**src/rtl/video_timing_pipe_if.sv**
```systemverilog
// Pixel-source request bus and aligned video output bus of video_timing_pipe.
// master = timing generator, slave = pixel source / TMDS encoder side.
interface video_timing_pipe_if #(
    parameter int CW     = 12,
    parameter int ADDR_W = 26
);
    // request side towards the pixel source
    logic [CW-1:0]     cntX;
    logic [CW-1:0]     cntY;
    logic              req_valid;
    logic [ADDR_W-1:0] adress;
    // source data, PIX_LATENCY cycles behind the request
    logic [7:0]        red;
    logic [7:0]        green;
    logic [7:0]        blue;
    // aligned outputs towards the encoders
    logic [7:0]        red_o;
    logic [7:0]        green_o;
    logic [7:0]        blue_o;
    logic              hsync_o;
    logic              vsync_o;
    logic              de_o;
    logic              frame_start;
    logic              line_start;

    modport master (
        output cntX, cntY, req_valid, adress,
        input  red, green, blue,
        output red_o, green_o, blue_o, hsync_o, vsync_o, de_o, frame_start, line_start
    );

    modport slave (
        input  cntX, cntY, req_valid, adress,
        output red, green, blue,
        input  red_o, green_o, blue_o, hsync_o, vsync_o, de_o, frame_start, line_start
    );
endinterface

```
**src/rtl/video_timing_pipe.sv**
```systemverilog
// Raster timing generator: requests pixels by x/y/address, re-aligns sync/DE with returned RGB.
// Output latency PIX_LATENCY+1 from cntX/cntY; no backpressure. Colour bars under VIDEO_TIMING_TESTPAT_EN.
module video_timing_pipe #(
    parameter int H_ACTIVE    = 640,
    parameter int H_FP        = 16,
    parameter int H_SYNC      = 96,
    parameter int H_BP        = 48,
    parameter int V_ACTIVE    = 480,
    parameter int V_FP        = 10,
    parameter int V_SYNC      = 2,
    parameter int V_BP        = 33,
    parameter int H_POL       = 0,
    parameter int V_POL       = 0,
    parameter int CW          = 12,
    parameter int ADDR_W      = 26,
    parameter int PIX_LATENCY = 2
) (
    input  logic clk_low,
    input  logic reset,
    input  logic en,
`ifdef VIDEO_TIMING_TESTPAT_EN
    input  logic test_pattern,
`endif
    video_timing_pipe_if.master vif
);

    localparam int H_TOT = H_ACTIVE + H_FP + H_SYNC + H_BP;
    localparam int V_TOT = V_ACTIVE + V_FP + V_SYNC + V_BP;

    localparam logic [CW-1:0] H_ACT_C  = CW'(H_ACTIVE);
    localparam logic [CW-1:0] H_SS_C   = CW'(H_ACTIVE + H_FP);
    localparam logic [CW-1:0] H_SE_C   = CW'(H_ACTIVE + H_FP + H_SYNC);
    localparam logic [CW-1:0] H_LAST_C = CW'(H_TOT - 1);
    localparam logic [CW-1:0] V_ACT_C  = CW'(V_ACTIVE);
    localparam logic [CW-1:0] V_SS_C   = CW'(V_ACTIVE + V_FP);
    localparam logic [CW-1:0] V_SE_C   = CW'(V_ACTIVE + V_FP + V_SYNC);
    localparam logic [CW-1:0] V_LAST_C = CW'(V_TOT - 1);

    localparam logic H_POL_B = (H_POL != 0);
    localparam logic V_POL_B = (V_POL != 0);

    typedef struct packed {
        logic hs;
        logic vs;
        logic de;
        logic fs;
        logic ls;
    } ctl_t;

    localparam ctl_t CTL_BLANK = '{hs: ~H_POL_B, vs: ~V_POL_B, de: 1'b0, fs: 1'b0, ls: 1'b0};

    logic              run;
    logic [CW-1:0]     h_q, h_d;
    logic [CW-1:0]     v_q, v_d;
    logic [ADDR_W-1:0] adr_q, adr_d;
    logic              h_wrap;
    logic              v_wrap;
    logic              req_valid;

    assign run       = en && !reset;
    assign h_wrap    = (h_q == H_LAST_C);
    assign v_wrap    = (v_q == V_LAST_C);
    assign req_valid = (h_q < H_ACT_C) && (v_q < V_ACT_C);

    always_comb begin
        h_d   = h_q;
        v_d   = v_q;
        adr_d = adr_q;
        if (!run) begin
            h_d   = '0;
            v_d   = '0;
            adr_d = '0;
        end else begin
            h_d = h_wrap ? '0 : h_q + CW'(1);
            if (h_wrap) begin
                v_d = v_wrap ? '0 : v_q + CW'(1);
            end
            // address advances after each requested pixel, so it holds through blanking
            if (h_wrap && v_wrap) begin
                adr_d = '0;
            end else if (req_valid) begin
                adr_d = adr_q + ADDR_W'(1);
            end
        end
    end

    always_ff @(posedge clk_low) begin
        if (reset) begin
            h_q   <= '0;
            v_q   <= '0;
            adr_q <= '0;
        end else begin
            h_q   <= h_d;
            v_q   <= v_d;
            adr_q <= adr_d;
        end
    end

    assign vif.cntX      = h_q;
    assign vif.cntY      = v_q;
    assign vif.req_valid = req_valid;
    assign vif.adress    = adr_q;

    ctl_t raw;

    always_comb begin
        raw    = CTL_BLANK;
        raw.hs = ((h_q >= H_SS_C) && (h_q < H_SE_C)) ? H_POL_B : ~H_POL_B;
        raw.vs = ((v_q >= V_SS_C) && (v_q < V_SE_C)) ? V_POL_B : ~V_POL_B;
        raw.de = req_valid;
        raw.fs = (h_q == '0) && (v_q == '0);
        raw.ls = (h_q == '0) && (v_q < V_ACT_C);
    end

    // tap[k] is the control word k cycles after the request; tap[PIX_LATENCY] lines up with source data
    ctl_t pipe_q [PIX_LATENCY+1];
    ctl_t tap    [PIX_LATENCY+2];

    always_comb begin
        tap[0] = raw;
        for (int k = 1; k <= PIX_LATENCY + 1; k++) begin
            tap[k] = pipe_q[k-1];
        end
    end

    always_ff @(posedge clk_low) begin
        if (reset || !en) begin
            for (int k = 0; k <= PIX_LATENCY; k++) begin
                pipe_q[k] <= CTL_BLANK;
            end
        end else begin
            for (int k = 0; k <= PIX_LATENCY; k++) begin
                pipe_q[k] <= tap[k];
            end
        end
    end

    logic [23:0] src_rgb;

`ifdef VIDEO_TIMING_TESTPAT_EN
    localparam logic [CW-1:0] BAR_LAST_C = CW'(H_ACTIVE / 8 - 1);

    logic [CW-1:0] bar_px_q;
    logic [2:0]    bar_idx_q;
    logic [23:0]   bar_rgb;
    logic [24:0]   tp_now;
    logic [24:0]   tp_dly;

    // bar index advances every H_ACTIVE/8 requested pixels and wraps to 0 after the 8th bar
    always_ff @(posedge clk_low) begin
        if (reset || !en) begin
            bar_px_q  <= '0;
            bar_idx_q <= '0;
        end else if (req_valid) begin
            if (bar_px_q == BAR_LAST_C) begin
                bar_px_q  <= '0;
                bar_idx_q <= bar_idx_q + 3'd1;
            end else begin
                bar_px_q <= bar_px_q + CW'(1);
            end
        end
    end

    // white, yellow, cyan, green, magenta, red, blue, black
    assign bar_rgb = {{8{~bar_idx_q[1]}}, {8{~bar_idx_q[2]}}, {8{~bar_idx_q[0]}}};
    assign tp_now  = {test_pattern, bar_rgb};

    if (PIX_LATENCY == 0) begin : g_tp_nodly
        assign tp_dly = tp_now;
    end else begin : g_tp_dly
        logic [24:0] tp_pipe_q [PIX_LATENCY];

        always_ff @(posedge clk_low) begin
            if (reset) begin
                for (int k = 0; k < PIX_LATENCY; k++) begin
                    tp_pipe_q[k] <= '0;
                end
            end else begin
                tp_pipe_q[0] <= tp_now;
                for (int k = 1; k < PIX_LATENCY; k++) begin
                    tp_pipe_q[k] <= tp_pipe_q[k-1];
                end
            end
        end

        assign tp_dly = tp_pipe_q[PIX_LATENCY-1];
    end

    assign src_rgb = tp_dly[24] ? tp_dly[23:0] : {vif.red, vif.green, vif.blue};
`else
    assign src_rgb = {vif.red, vif.green, vif.blue};
`endif

    logic [23:0] rgb_q, rgb_d;

    always_comb begin
        rgb_d = '0;
        if (run && tap[PIX_LATENCY].de) begin
            rgb_d = src_rgb;
        end
    end

    always_ff @(posedge clk_low) begin
        if (reset) begin
            rgb_q <= '0;
        end else begin
            rgb_q <= rgb_d;
        end
    end

    assign vif.red_o       = rgb_q[23:16];
    assign vif.green_o     = rgb_q[15:8];
    assign vif.blue_o      = rgb_q[7:0];
    assign vif.hsync_o     = tap[PIX_LATENCY+1].hs;
    assign vif.vsync_o     = tap[PIX_LATENCY+1].vs;
    assign vif.de_o        = tap[PIX_LATENCY+1].de;
    assign vif.frame_start = tap[PIX_LATENCY+1].fs;
    assign vif.line_start  = tap[PIX_LATENCY+1].ls;

endmodule

```
**src/flat_wrapper.sv**
```systemverilog
// flat-port wrapper written by rule: the top's interface ports become plain ports
module video_timing_pipe_flat 
#(
    parameter int H_ACTIVE    = 640,
    parameter int H_FP        = 16,
    parameter int H_SYNC      = 96,
    parameter int H_BP        = 48,
    parameter int V_ACTIVE    = 480,
    parameter int V_FP        = 10,
    parameter int V_SYNC      = 2,
    parameter int V_BP        = 33,
    parameter int H_POL       = 0,
    parameter int V_POL       = 0,
    parameter int CW          = 12,
    parameter int ADDR_W      = 26,
    parameter int PIX_LATENCY = 2
)
  (clk_low, reset, en, vif_cntX, vif_cntY, vif_req_valid, vif_adress, vif_red, vif_green, vif_blue, vif_red_o, vif_green_o, vif_blue_o, vif_hsync_o, vif_vsync_o, vif_de_o, vif_frame_start, vif_line_start);
  video_timing_pipe_if #(.CW(CW), .ADDR_W(ADDR_W)) vif_i ();
  input  logic clk_low;
  input  logic reset;
  input  logic en;
  output wire logic [$bits(vif_i.cntX)-1:0] vif_cntX;
  output wire logic [$bits(vif_i.cntY)-1:0] vif_cntY;
  output wire logic [$bits(vif_i.req_valid)-1:0] vif_req_valid;
  output wire logic [$bits(vif_i.adress)-1:0] vif_adress;
  input wire logic [$bits(vif_i.red)-1:0] vif_red;
  input wire logic [$bits(vif_i.green)-1:0] vif_green;
  input wire logic [$bits(vif_i.blue)-1:0] vif_blue;
  output wire logic [$bits(vif_i.red_o)-1:0] vif_red_o;
  output wire logic [$bits(vif_i.green_o)-1:0] vif_green_o;
  output wire logic [$bits(vif_i.blue_o)-1:0] vif_blue_o;
  output wire logic [$bits(vif_i.hsync_o)-1:0] vif_hsync_o;
  output wire logic [$bits(vif_i.vsync_o)-1:0] vif_vsync_o;
  output wire logic [$bits(vif_i.de_o)-1:0] vif_de_o;
  output wire logic [$bits(vif_i.frame_start)-1:0] vif_frame_start;
  output wire logic [$bits(vif_i.line_start)-1:0] vif_line_start;
  assign vif_cntX = vif_i.cntX;
  assign vif_cntY = vif_i.cntY;
  assign vif_req_valid = vif_i.req_valid;
  assign vif_adress = vif_i.adress;
  assign vif_i.red = vif_red;
  assign vif_i.green = vif_green;
  assign vif_i.blue = vif_blue;
  assign vif_red_o = vif_i.red_o;
  assign vif_green_o = vif_i.green_o;
  assign vif_blue_o = vif_i.blue_o;
  assign vif_hsync_o = vif_i.hsync_o;
  assign vif_vsync_o = vif_i.vsync_o;
  assign vif_de_o = vif_i.de_o;
  assign vif_frame_start = vif_i.frame_start;
  assign vif_line_start = vif_i.line_start;
  video_timing_pipe #(.H_ACTIVE(H_ACTIVE), .H_FP(H_FP), .H_SYNC(H_SYNC), .H_BP(H_BP), .V_ACTIVE(V_ACTIVE), .V_FP(V_FP), .V_SYNC(V_SYNC), .V_BP(V_BP), .H_POL(H_POL), .V_POL(V_POL), .CW(CW), .ADDR_W(ADDR_W), .PIX_LATENCY(PIX_LATENCY)) u_core (.clk_low(clk_low), .reset(reset), .en(en), .vif(vif_i));
endmodule
```
**config.mk**
```make
export PLATFORM = sky130hd
export DESIGN_NAME = video_timing_pipe_flat
export DESIGN_NICKNAME = d
export VERILOG_FILES = /design/src/rtl/video_timing_pipe_if.sv /design/src/rtl/video_timing_pipe.sv /design/src/flat_wrapper.sv
export SDC_FILE = /design/constraint.sdc
export NUM_CORES = 1
export LEC_CHECK = 0
export ABC_AREA = 1
export BUFFER_PORTS_ARGS = -buffer_cell sky130_fd_sc_hd__buf_2
export CORE_MARGIN = 10
export CORE_UTILIZATION = 50
export DETAILED_ROUTE_END_ITERATION = 12
export PLACE_DENSITY = 0.77
export RECOVER_POWER = 25
export SLEW_MARGIN = 25
export SYNTH_ARGS = -nofsm -noshare
export SYNTH_HDL_FRONTEND = slang
export SYNTH_SLANG_ARGS = --single-unit
```
**constraint.sdc**
```tcl
create_clock -name clk_low -period 2.4 [get_ports clk_low]
set_input_delay 0.12 -clock clk_low [delete_from_list [all_inputs] [get_ports clk_low]]
set_output_delay 0.12 -clock clk_low [all_outputs]
set_load 0.02 [all_outputs]
```
==> impl_metrics.csv, run 1 <==
group,metric,value,unit
power_and_ir_drop,p_int,2.14,mW
grt,grt_pass1_vias,3486,
placement,gp_congestion,0.895,
worst_setup_path,endpoint_kind,"output port",
finish,most-common-layout-cells,"nor2_1 (105), nand2_1 (100), dfxtp_1 (89), inv_1 (83), buf_2 (69)",
worst_setup_path,cp-start-kind,"flip-flop",
power_and_ir_drop,power_density,571,nW/um2
clocking,clk_latency,0.36,ns
timing,hold_viol_final,0,
timing,max_freq,0.449,GHz
power_and_ir_drop,leakage,2.20,nW
power_and_ir_drop,pwr-share-seq,54.7,%
route,postRouteAntennaNets,0,
synth,yosys_register_bits,89,
worst_setup_path,required,2.28,ns
worst_setup_path,worstPathMaxFanout,13,
finish,layout-drive-gt1-share,15.5,%
clocking,clock_sinks,89,
synth,synth_cells,531,
finish,final_cells,764,
worst_setup_path,critical_path_class,"reg -> out",
die,boundaryPins,107,
finish,utilization,65.4,%
power_and_ir_drop,power_frac_clock,40.0,%
synth,synthesis.nets,563,
die,die_w,107,um
clocking,cts_tree,"done",
route,wl_per_cell,13.4,um
finish,syn_to_final_growth,25.4,%
synth,synth_mux_area_share,0,%
route,drt_iter0_markers,150,
die,die_h,107,um
placement,dp_cells,726,
die,coreArea,7330,um2
finish,layout.nets,693,
placement,dp_slack,0.473,ns
synth,avgSynthCellArea,7.20,um2
placement,port_buffers,106,
synth,synth-compound-area-share,5.30,%
worst_setup_path,crit_start,"u_core.vif.cntX[8]$_SDFF_PP0_",
synth,syn_area,3820,um2
min_path,min-delay-start,"vif_blue[2]",
placement,dpl.hpwl,7.19,mm
synth,synth_top_family_by_area,"simple AND/OR/NAND/NOR gates",
grt,grt_pass1_wl,16.6,mm
timing,tns,0,ns
grt,grt_usage,17.4,%
clocking,path_clk_slew,0.09,ns
clocking,cts_resized,0,
route,drc,0,
route,viasPerCell,4.82,
clocking,h-tree-depth,3,
power_and_ir_drop,p_sw,602,uW
synth,ys_types,32,
timing,finalSetupViolCount,0,
finish,final_common_cell,"nor2_1",
synth,synth_xor_area_share,2.06,%
timing,worst_slew_pin_slew,0.723,ns
grt,grt_start_max_net_pins,29,
worst_setup_path,worst_ep_arrival_time,2.11,ns
clocking,cts_buffer_depth,2,
clocking,clockRootBuffer,"clkbuf_8",
power_and_ir_drop,switching_share,22.0,%
grt,gr-total-overflow,0,
synth,synthSimpleGateAreaFrac,34.1,%
synth,synth_area_leaders,"dfxtp_1 (47%), nor2_1 (10%), nand2_1 (9.8%), inv_1 (8.2%), nand3_1 (5.9%)",
finish,final.fill_count,683,
synth,yosysTopAreaCell,"dfxtp_1",
power_and_ir_drop,peakVddDrop,366,uV
route,num_vias,3685,
timing,slew_headroom,51.7,%
die,num_rows,31,
timing,fin_hold_ws,0.0132,ns
timing,post-route-period-util,92.7,%
route,routed_wirelength,10.2,mm
worst_setup_path,worstReg2RegStart,"u_core.vif.cntX[8]$_SDFF_PP0_",
finish,antenna_cells,0,
status,status,"complete, no violations",
grt,antenna_found_initial,0,
timing,fin_skew,0.0133,ns
min_path,min-delay-path-class,"in -> reg",
die,start_util,52.1,%
synth,synth_top_area_share,46.6,%
timing,fin_ws,0.175,ns
timing,rsz0062_at_grt,"false",
die,dieArea,11500,um2
timing,slew_viol_final,0,
route,first_pass_iters,5,
job,max_cap_violations,0,
synth,yosysSeqAreaShare,46.6,%
clocking,cts_buffers,9,
power_and_ir_drop,combinationalPowerShare,5.3,%
timing,min_period,2.23,ns
synth,synth-adder-area-share,1.64,%
synth,yosysWarnings,0,
[logic make-up after synthesis]
| kind of cell | after synthesis |
|---|---|
| buffers and inverters | 94 |
| AND/OR/NAND/NOR | 296 |
| XOR/XNOR | 9 |
| AO/OA/AOI/OAI | 38 |
| adder cells (fa/ha/maj) | 5 |
| flip-flops | 89 |
[power groups by stage]
| stage | Clock (mW) | Combinational [mW] | Sequential, mW |
|---|---|---|---|
| after detailed placement | 0 | 0.117 | 1.53 |
| final | 1.09 | 0.146 | 1.50 |
| after CTS | 1.11 | 0.146 | 1.50 |
| after floorplan | 0 | 0.0667 | 1.54 |
| after global placement | 0 | 0.114 | 1.53 |
| after global routing | 1.17 | 0.163 | 1.50 |
[synthesized netlist by cell type]
cell	instances
nand2_4	2
ha_1	5
nand2_2	2
buf_4	2
nor3_1	13
o21ai_2	1
dfxtp_1	89
xor2_1	8
nand4_1	8
o21ai_0	7
inv_1	83
nor3b_1	3
and2_1	1
or3_1	1
o2111ai_1	1
inv_2	1
nand3_2	1
nor2_4	4
xnor2_1	1
nand3_1	45
o311ai_0	1
a21oi_1	26
nor2_2	5
buf_6	4
nand2_1	100
or2_2	4
nor2_1	105
clkbuf_1	3
nor4_1	2
o22ai_1	1
o21ai_1	1
buf_2	1
[critical path: stages, from the launching register on]
cell and delay, ns:
dfxtp_1 0.38, nand2_2 0.15, nand2_1 0.09, nor2_1 0.14
nand3_2 0.35, inv_1 0.39, buf_2 0.24
[metrics by stage]
step                total power, mW  cell area (um2)
floorplan                      1.61             3820
global placement               1.65             4400
detailed placement             1.65             4400
CTS                            2.75             4840
global route                   2.83             4790
finish                         2.74             4790
[layer usage]
metal	track usage [%]	vias to the layer above	part of all wire, %
met3	5.03	11	7.5
met5	0	-	0
met4	5.92	0	1.0
met2	29.6	106	47
met1	20.3	1663	45
li1	-	1905	-
[flip-flops by register name (all words and copies together), names as in the netlist]
register,cells
u_core.vif.cntX,12
u_core.vif.cntY,12
u_core.vif.adress,26
u_core.pipe_q,15
u_core.rgb_q,24
[final timing paths]
kind	cells past startpoint	to	slack [ns]
worst max-delay path	6	vif_req_valid	0.17
worst min-delay path	3	u_core.rgb_q[2]$_SDFF_PP0_	0.01
worst max register to register	8	u_core.vif.adress[15]$_SDFFE_PP0P_	0.41
worst min register to register	2	u_core.pipe_q[0][10]$_SDFF_PP0_	0.41
[final cells by class]
type                    instances  area, um2  area share (%)
inverters                      84        315            6.58
well taps                      99        124            2.58
clock inverters                 5       81.3            1.70
multi-input cells             348       1650            34.4
clock buffers                  10        128            2.66
repair buffers                129        714            14.9
flip-flops and latches         89       1780            37.2
[what timing repair did]
action,in CTS,in global routing
buffers inserted,0,0
hold buffers,23,0
endpoints found under the hold margin,23,0
Note: power is estimated with default switching activity, not from simulation.
==> run 2: changes to the inputs <==
- ABC_CLOCK_PERIOD_IN_PS: unset -> 2400
- BUFFER_PORTS_ARGS: -buffer_cell sky130_fd_sc_hd__buf_2 -> unset
- CORE_UTILIZATION: 50 -> 65
- DONT_BUFFER_PORTS: unset -> 1
- PLACE_DENSITY: 0.77 -> 0.81
==> impl_metrics.csv, run 2 (synthesized netlist as in run 1, its figures left out) <==
group,metric,value,unit
status,status,"complete, no violations",
route,viasPerCell,5.28,
power_and_ir_drop,power_density,648,nW/um2
job,max_cap_violations,0,
timing,slew_viol_final,0,
worst_setup_path,required,2.64,ns
die,start_util,68.1,%
power_and_ir_drop,p_int,2.23,mW
grt,grt_pass1_wl,15.5,mm
worst_setup_path,worstPathMaxFanout,28,
route,wl_met1,3.81,mm
power_and_ir_drop,peakVddDrop,429,uV
clocking,cts_setup_buffers,0,
clocking,cts_tree,"done",
worst_setup_path,cp_slowest_stage_delay,0.56,ns
route,routed_wirelength,9.47,mm
finish,layout-drive-gt1-share,6.87,%
timing,fin_ws,0.295,ns
placement,dpl.hpwl,6.76,mm
power_and_ir_drop,power,2.82,mW
clocking,clk_latency,0.36,ns
worst_setup_path,endpoint_kind,"flip-flop",
route,postRouteAntennaNets,0,
finish,utilization,77.7,%
worst_setup_path,critPathSlowestCell,"dfxtp_1",
finish,final.fill_count,412,
timing,finalSetupViolCount,0,
timing,tns,0,ns
route,num_vias,3380,
finish,final_common_cell,"nor2_1",
route,drt_iter0_markers,152,
route,wl_per_cell,14.8,um
die,dieArea,9350,um2
worst_setup_path,worst_ep_arrival_time,2.35,ns
timing,post-route-period-util,87.7,%
worst_setup_path,cp-start-kind,"flip-flop",
finish,most-common-layout-cells,"nor2_1 (105), nand2_1 (100), dfxtp_1 (89), inv_1 (83), nand3_1 (45)",
die,num_rows,27,
timing,worst_slew_pin_slew,0.754,ns
grt,gr-total-overflow,0,
worst_setup_path,crit_path_cell_trace,"inv_1 > nor2_1 > nand2_1 > nor2_2 > nand2_2 > nand2_4 > nand2_4 > inv_1 > nor2_1",
die,die_w,96.7,um
timing,min_period,2.10,ns
clocking,clock_sinks,89,
power_and_ir_drop,pwr-share-seq,53.3,%
route,first_pass_iters,5,
finish,syn_to_final_growth,14.0,%
placement,port_buffers,0,
clocking,cts_buffers,9,
timing,rsz0062_at_grt,"false",
power_and_ir_drop,leakage,1.86,nW
grt,grt_usage,19.7,%
clocking,h-tree-depth,3,
power_and_ir_drop,switching_share,21.1,%
finish,multi_input_area,1650,um2
route,drc,0,
finish,largest_register_ffs,26,
finish,layout.nets,596,
placement,gp_congestion,0.909,
power_and_ir_drop,combinationalPowerShare,4.3,%
power_and_ir_drop,power_frac_clock,42.4,%
timing,hold_viol_final,0,
clocking,cts_buffer_depth,2,
grt,antenna_found_initial,0,
power_and_ir_drop,p_sw,594,uW
clocking,clockRootBuffer,"clkbuf_8",
finish,final-seq-area,1780,um2
route,top_layer,"met4",
die,coreArea,5610,um2
worst_setup_path,crit_buf_inv,2,
grt,grt_pass1_vias,3164,
placement,dp_slack,0.384,ns
timing,max_freq,0.475,GHz
worst_setup_path,crit_family,"simple AND/OR/NAND/NOR gates",
timing,fin_skew,0.0137,ns
die,die_h,96.7,um
min_path,min-delay-path-class,"in -> reg",
finish,antenna_cells,0,
die,boundaryPins,107,
worst_setup_path,critical_path_class,"reg -> reg",
clocking,path_clk_slew,0.08,ns
grt,grt_start_max_net_pins,29,
route,wl_met2,4.54,mm
route,wl_met3,952,um
timing,slew_headroom,49.6,%
## run 2: cell count changes in the layout (fill, tap and decap cells not counted)
cell           previous run  this run
clkinv_4                  1         0
clkbuf_1                 38         4
clkinv_2                  1         0
buf_4                     0         5
clkinvlp_4                1         2
bufinv_16                 2         3
dlygate4sd3_1            23        24
buf_2                    69         0
## run 2: final timing paths
path              cells past startpoint                              end                           start  slack (ns)
setup reg to reg                      9  u_core.vif.cntY[4]$_SDFFE_PP0P_   u_core.vif.cntX[4]$_SDFF_PP0_        0.30
setup / recovery                      9  u_core.vif.cntY[4]$_SDFFE_PP0P_   u_core.vif.cntX[4]$_SDFF_PP0_        0.30
hold / removal                        3    u_core.vif.cntX[7]$_SDFF_PP0_                           reset        0.07
hold reg to reg                       2   u_core.pipe_q[0][7]$_SDFF_PP0_  u_core.pipe_q[0][2]$_SDFF_PP0_        0.41
## run 2: layout make-up
class                   count  area share (%)
clock buffers              10            2.93
clock inverters             5            2.41
inverters                  84            7.24
multi-input cells         348            37.8
flip-flops and latches     89            40.9
well taps                  72            2.07
repair buffers             32            6.63
## run 2: worst register-to-register path, stage by stage, from the launching register on
cell and delay (ns):
dfxtp_1 0.56, inv_1 0.14, nor2_1 0.17, nand2_1 0.09
nor2_2 0.11, nand2_2 0.19, nand2_4 0.23, nand2_4 0.22
inv_1 0.22, nor2_1 0.07
## run 2: power by group through the flow
| stage | Clock (mW) | Combinational, mW | Sequential, mW |
|---|---|---|---|
| after floorplan | 0 | 0.0667 | 1.54 |
| after detailed placement | 0 | 0.0878 | 1.54 |
| final | 1.20 | 0.120 | 1.51 |
| after global routing | 1.27 | 0.137 | 1.51 |
| after global placement | 0 | 0.0840 | 1.54 |
| after CTS | 1.21 | 0.119 | 1.51 |
## run 2: metal layers
metal / vias to the layer above / GRT usage [%]
met2: 143 / 33.2
met1: 1514 / 21.2
met3: 16 / 8.23
met5: - / 0
li1: 1707 / -
met4: 0 / 8.34
## run 2: what timing repair did
item / 4_1_cts / 5_1_grt
endpoints found under the hold margin: 24 / 0
hold buffers: 24 / 0
gates resized for setup: 0 / 0
## run 2: stage by stage
stage               hold WS, ns  area [um2]  std cells
floorplan                 0.232        3820        531
global placement          0.234        3890        601
detailed placement        0.236        3890        601
CTS                      0.0703        4370        640
global route             0.0646        4360        640
finish                   0.0742        4360        640
==> run 3: changes to the inputs <==
- CORE_UTILIZATION: 65 -> 50
- PLACE_DENSITY: 0.81 -> 0.65
==> impl_metrics.csv, run 3 (synthesized netlist as in run 1, its figures left out) <==
group,metric,value,unit
worst_setup_path,worst_ep_arrival_time,1.98,ns
timing,fin_hold_ws,0.0870,ns
clocking,path_clk_slew,0.08,ns
worst_setup_path,endpoint_kind,"output port",
timing,post-route-period-util,87.4,%
route,viasPerCell,4.95,
route,num_vias,3329,
timing,finalSetupViolCount,0,
route,wl_per_cell,13.4,um
timing,min_period,2.10,ns
route,drc,0,
min_path,min-delay-path-class,"in -> reg",
grt,grt_pass1_wl,14.8,mm
route,first_pass_iters,4,
clocking,cts_tree,"done",
route,postRouteAntennaNets,0,
clocking,cts_resized,0,
power_and_ir_drop,switching_share,22.2,%
finish,largest_register_ffs,26,
grt,grt_usage,15.5,%
timing,hold_viol_final,0,
placement,place_area,3960,um2
power_and_ir_drop,peakVddDrop,302,uV
timing,slew_headroom,51.2,%
worst_setup_path,worstPathMaxFanout,11,
die,dieArea,11500,um2
finish,final_common_cell,"nor2_1",
finish,layout.nets,600,
finish,layout-drive-gt1-share,7.33,%
finish,final_cells,672,
finish,final-seq-area,1780,um2
clocking,cts_buffers,9,
clocking,clock_sinks,89,
power_and_ir_drop,power_frac_clock,40.8,%
power_and_ir_drop,p_int,2.13,mW
route,drt_iter0_markers,162,
power_and_ir_drop,power_density,622,nW/um2
power_and_ir_drop,p_sw,607,uW
power_and_ir_drop,combinationalPowerShare,4.3,%
clocking,clk_latency,0.35,ns
status,status,"complete, no violations",
die,die_h,107,um
placement,dpl.hpwl,6.76,mm
die,boundaryPins,107,
timing,rsz0062_at_grt,"false",
clocking,cts_buffer_depth,2,
finish,antenna_cells,0,
timing,fin_skew,0.0151,ns
grt,grt_pass1_vias,3001,
grt,grt_start_max_net_pins,29,
timing,max_freq,0.477,GHz
finish,utilization,60.0,%
power_and_ir_drop,pwr-share-seq,54.9,%
placement,dp_cells,632,
finish,final_cell_area,4400,um2
die,start_util,52.1,%
die,num_rows,31,
finish,multi_input_area,1650,um2
grt,antenna_found_initial,0,
timing,tns,0,ns
die,coreArea,7330,um2
clocking,h-tree-depth,3,
power_and_ir_drop,leakage,1.86,nW
finish,final.fill_count,665,
worst_setup_path,required,2.28,ns
timing,fin_ws,0.303,ns
placement,port_buffers,0,
grt,gr-total-overflow,0,
finish,syn_to_final_growth,15.1,%
die,die_w,107,um
power_and_ir_drop,power,2.74,mW
finish,most-common-layout-cells,"nor2_1 (105), nand2_1 (100), dfxtp_1 (89), inv_1 (83), nand3_1 (45)",
worst_setup_path,cp-start-kind,"flip-flop",
placement,gp_congestion,0.914,
placement,dp_slack,0.343,ns
timing,worst_slew_pin_slew,0.731,ns
job,max_cap_violations,0,
worst_setup_path,critical_path_class,"reg -> out",
clocking,clockRootBuffer,"clkbuf_8",
route,routed_wirelength,9.00,mm
timing,slew_viol_final,0,
-- run 3: cell types whose count changed in the layout (fill, tap and decap cells not counted), sizes merged --
cell and change:
bufinv -1, clkinvlp +1, buf +2, clkbuf +2
inv +1
-- run 3: cell type report --
type                            count  area share (%)
Sequential cell                    89            40.5
Multi-Input combinational cell    348            37.5
Inverter                           84            7.17
Timing Repair Buffer               36            7.08
Clock buffer                       10            2.90
Tap cell                           99            2.82
Clock inverter                      6            2.08
-- run 3: power groups by stage --
| stage | clock network (mW) | registers, mW | logic, mW |
|---|---|---|---|
| after global routing | 1.22 | 1.51 | 0.137 |
| after floorplan | 0 | 1.54 | 0.0667 |
| final | 1.12 | 1.50 | 0.117 |
| after detailed placement | 0 | 1.54 | 0.0892 |
| after CTS | 1.15 | 1.50 | 0.120 |
| after global placement | 0 | 1.54 | 0.0863 |
-- run 3: timing repair --
action | CTS | global route
endpoints found under the hold margin | 24 | 0
setup buffers | 0 | 0
hold buffers | 24 | 0
-- run 3: final timing paths --
check	start	endpoint	slack, ns	cells after the start
worst min register to register	u_core.pipe_q[0][3]$_SDFF_PP1_	u_core.pipe_q[0][8]$_SDFF_PP1_	0.41	1
worst max register to register	u_core.vif.cntX[8]$_SDFF_PP0_	u_core.vif.cntY[0]$_SDFFE_PP0P_	0.35	9
worst max-delay path	u_core.vif.cntY[7]$_SDFFE_PP0P_	vif_req_valid	0.30	6
worst min-delay path	reset	u_core.vif.cntX[7]$_SDFF_PP0_	0.09	3
-- run 3: layer usage --
layer / wire [um] / part of all wire, % / vias to the layer above / global-route usage (%)
met5: 0 / 0 / - / 0
met4: 119 / 1.3 / 0 / 5.44
met3: 997 / 11 / 11 / 6.35
met2: 3990 / 44 / 116 / 24.0
met1: 3900 / 43 / 1479 / 19.1
li1: - / - / 1723 / -
-- run 3: worst max-delay path, stage by stage, from the launching register on --
cell,delay [ns]
dfxtp_1,0.31
clkbuf_1,0.34
nand2_1,0.16
inv_1,0.13
nand3_1,0.14
nand3_2,0.26
inv_1,0.29
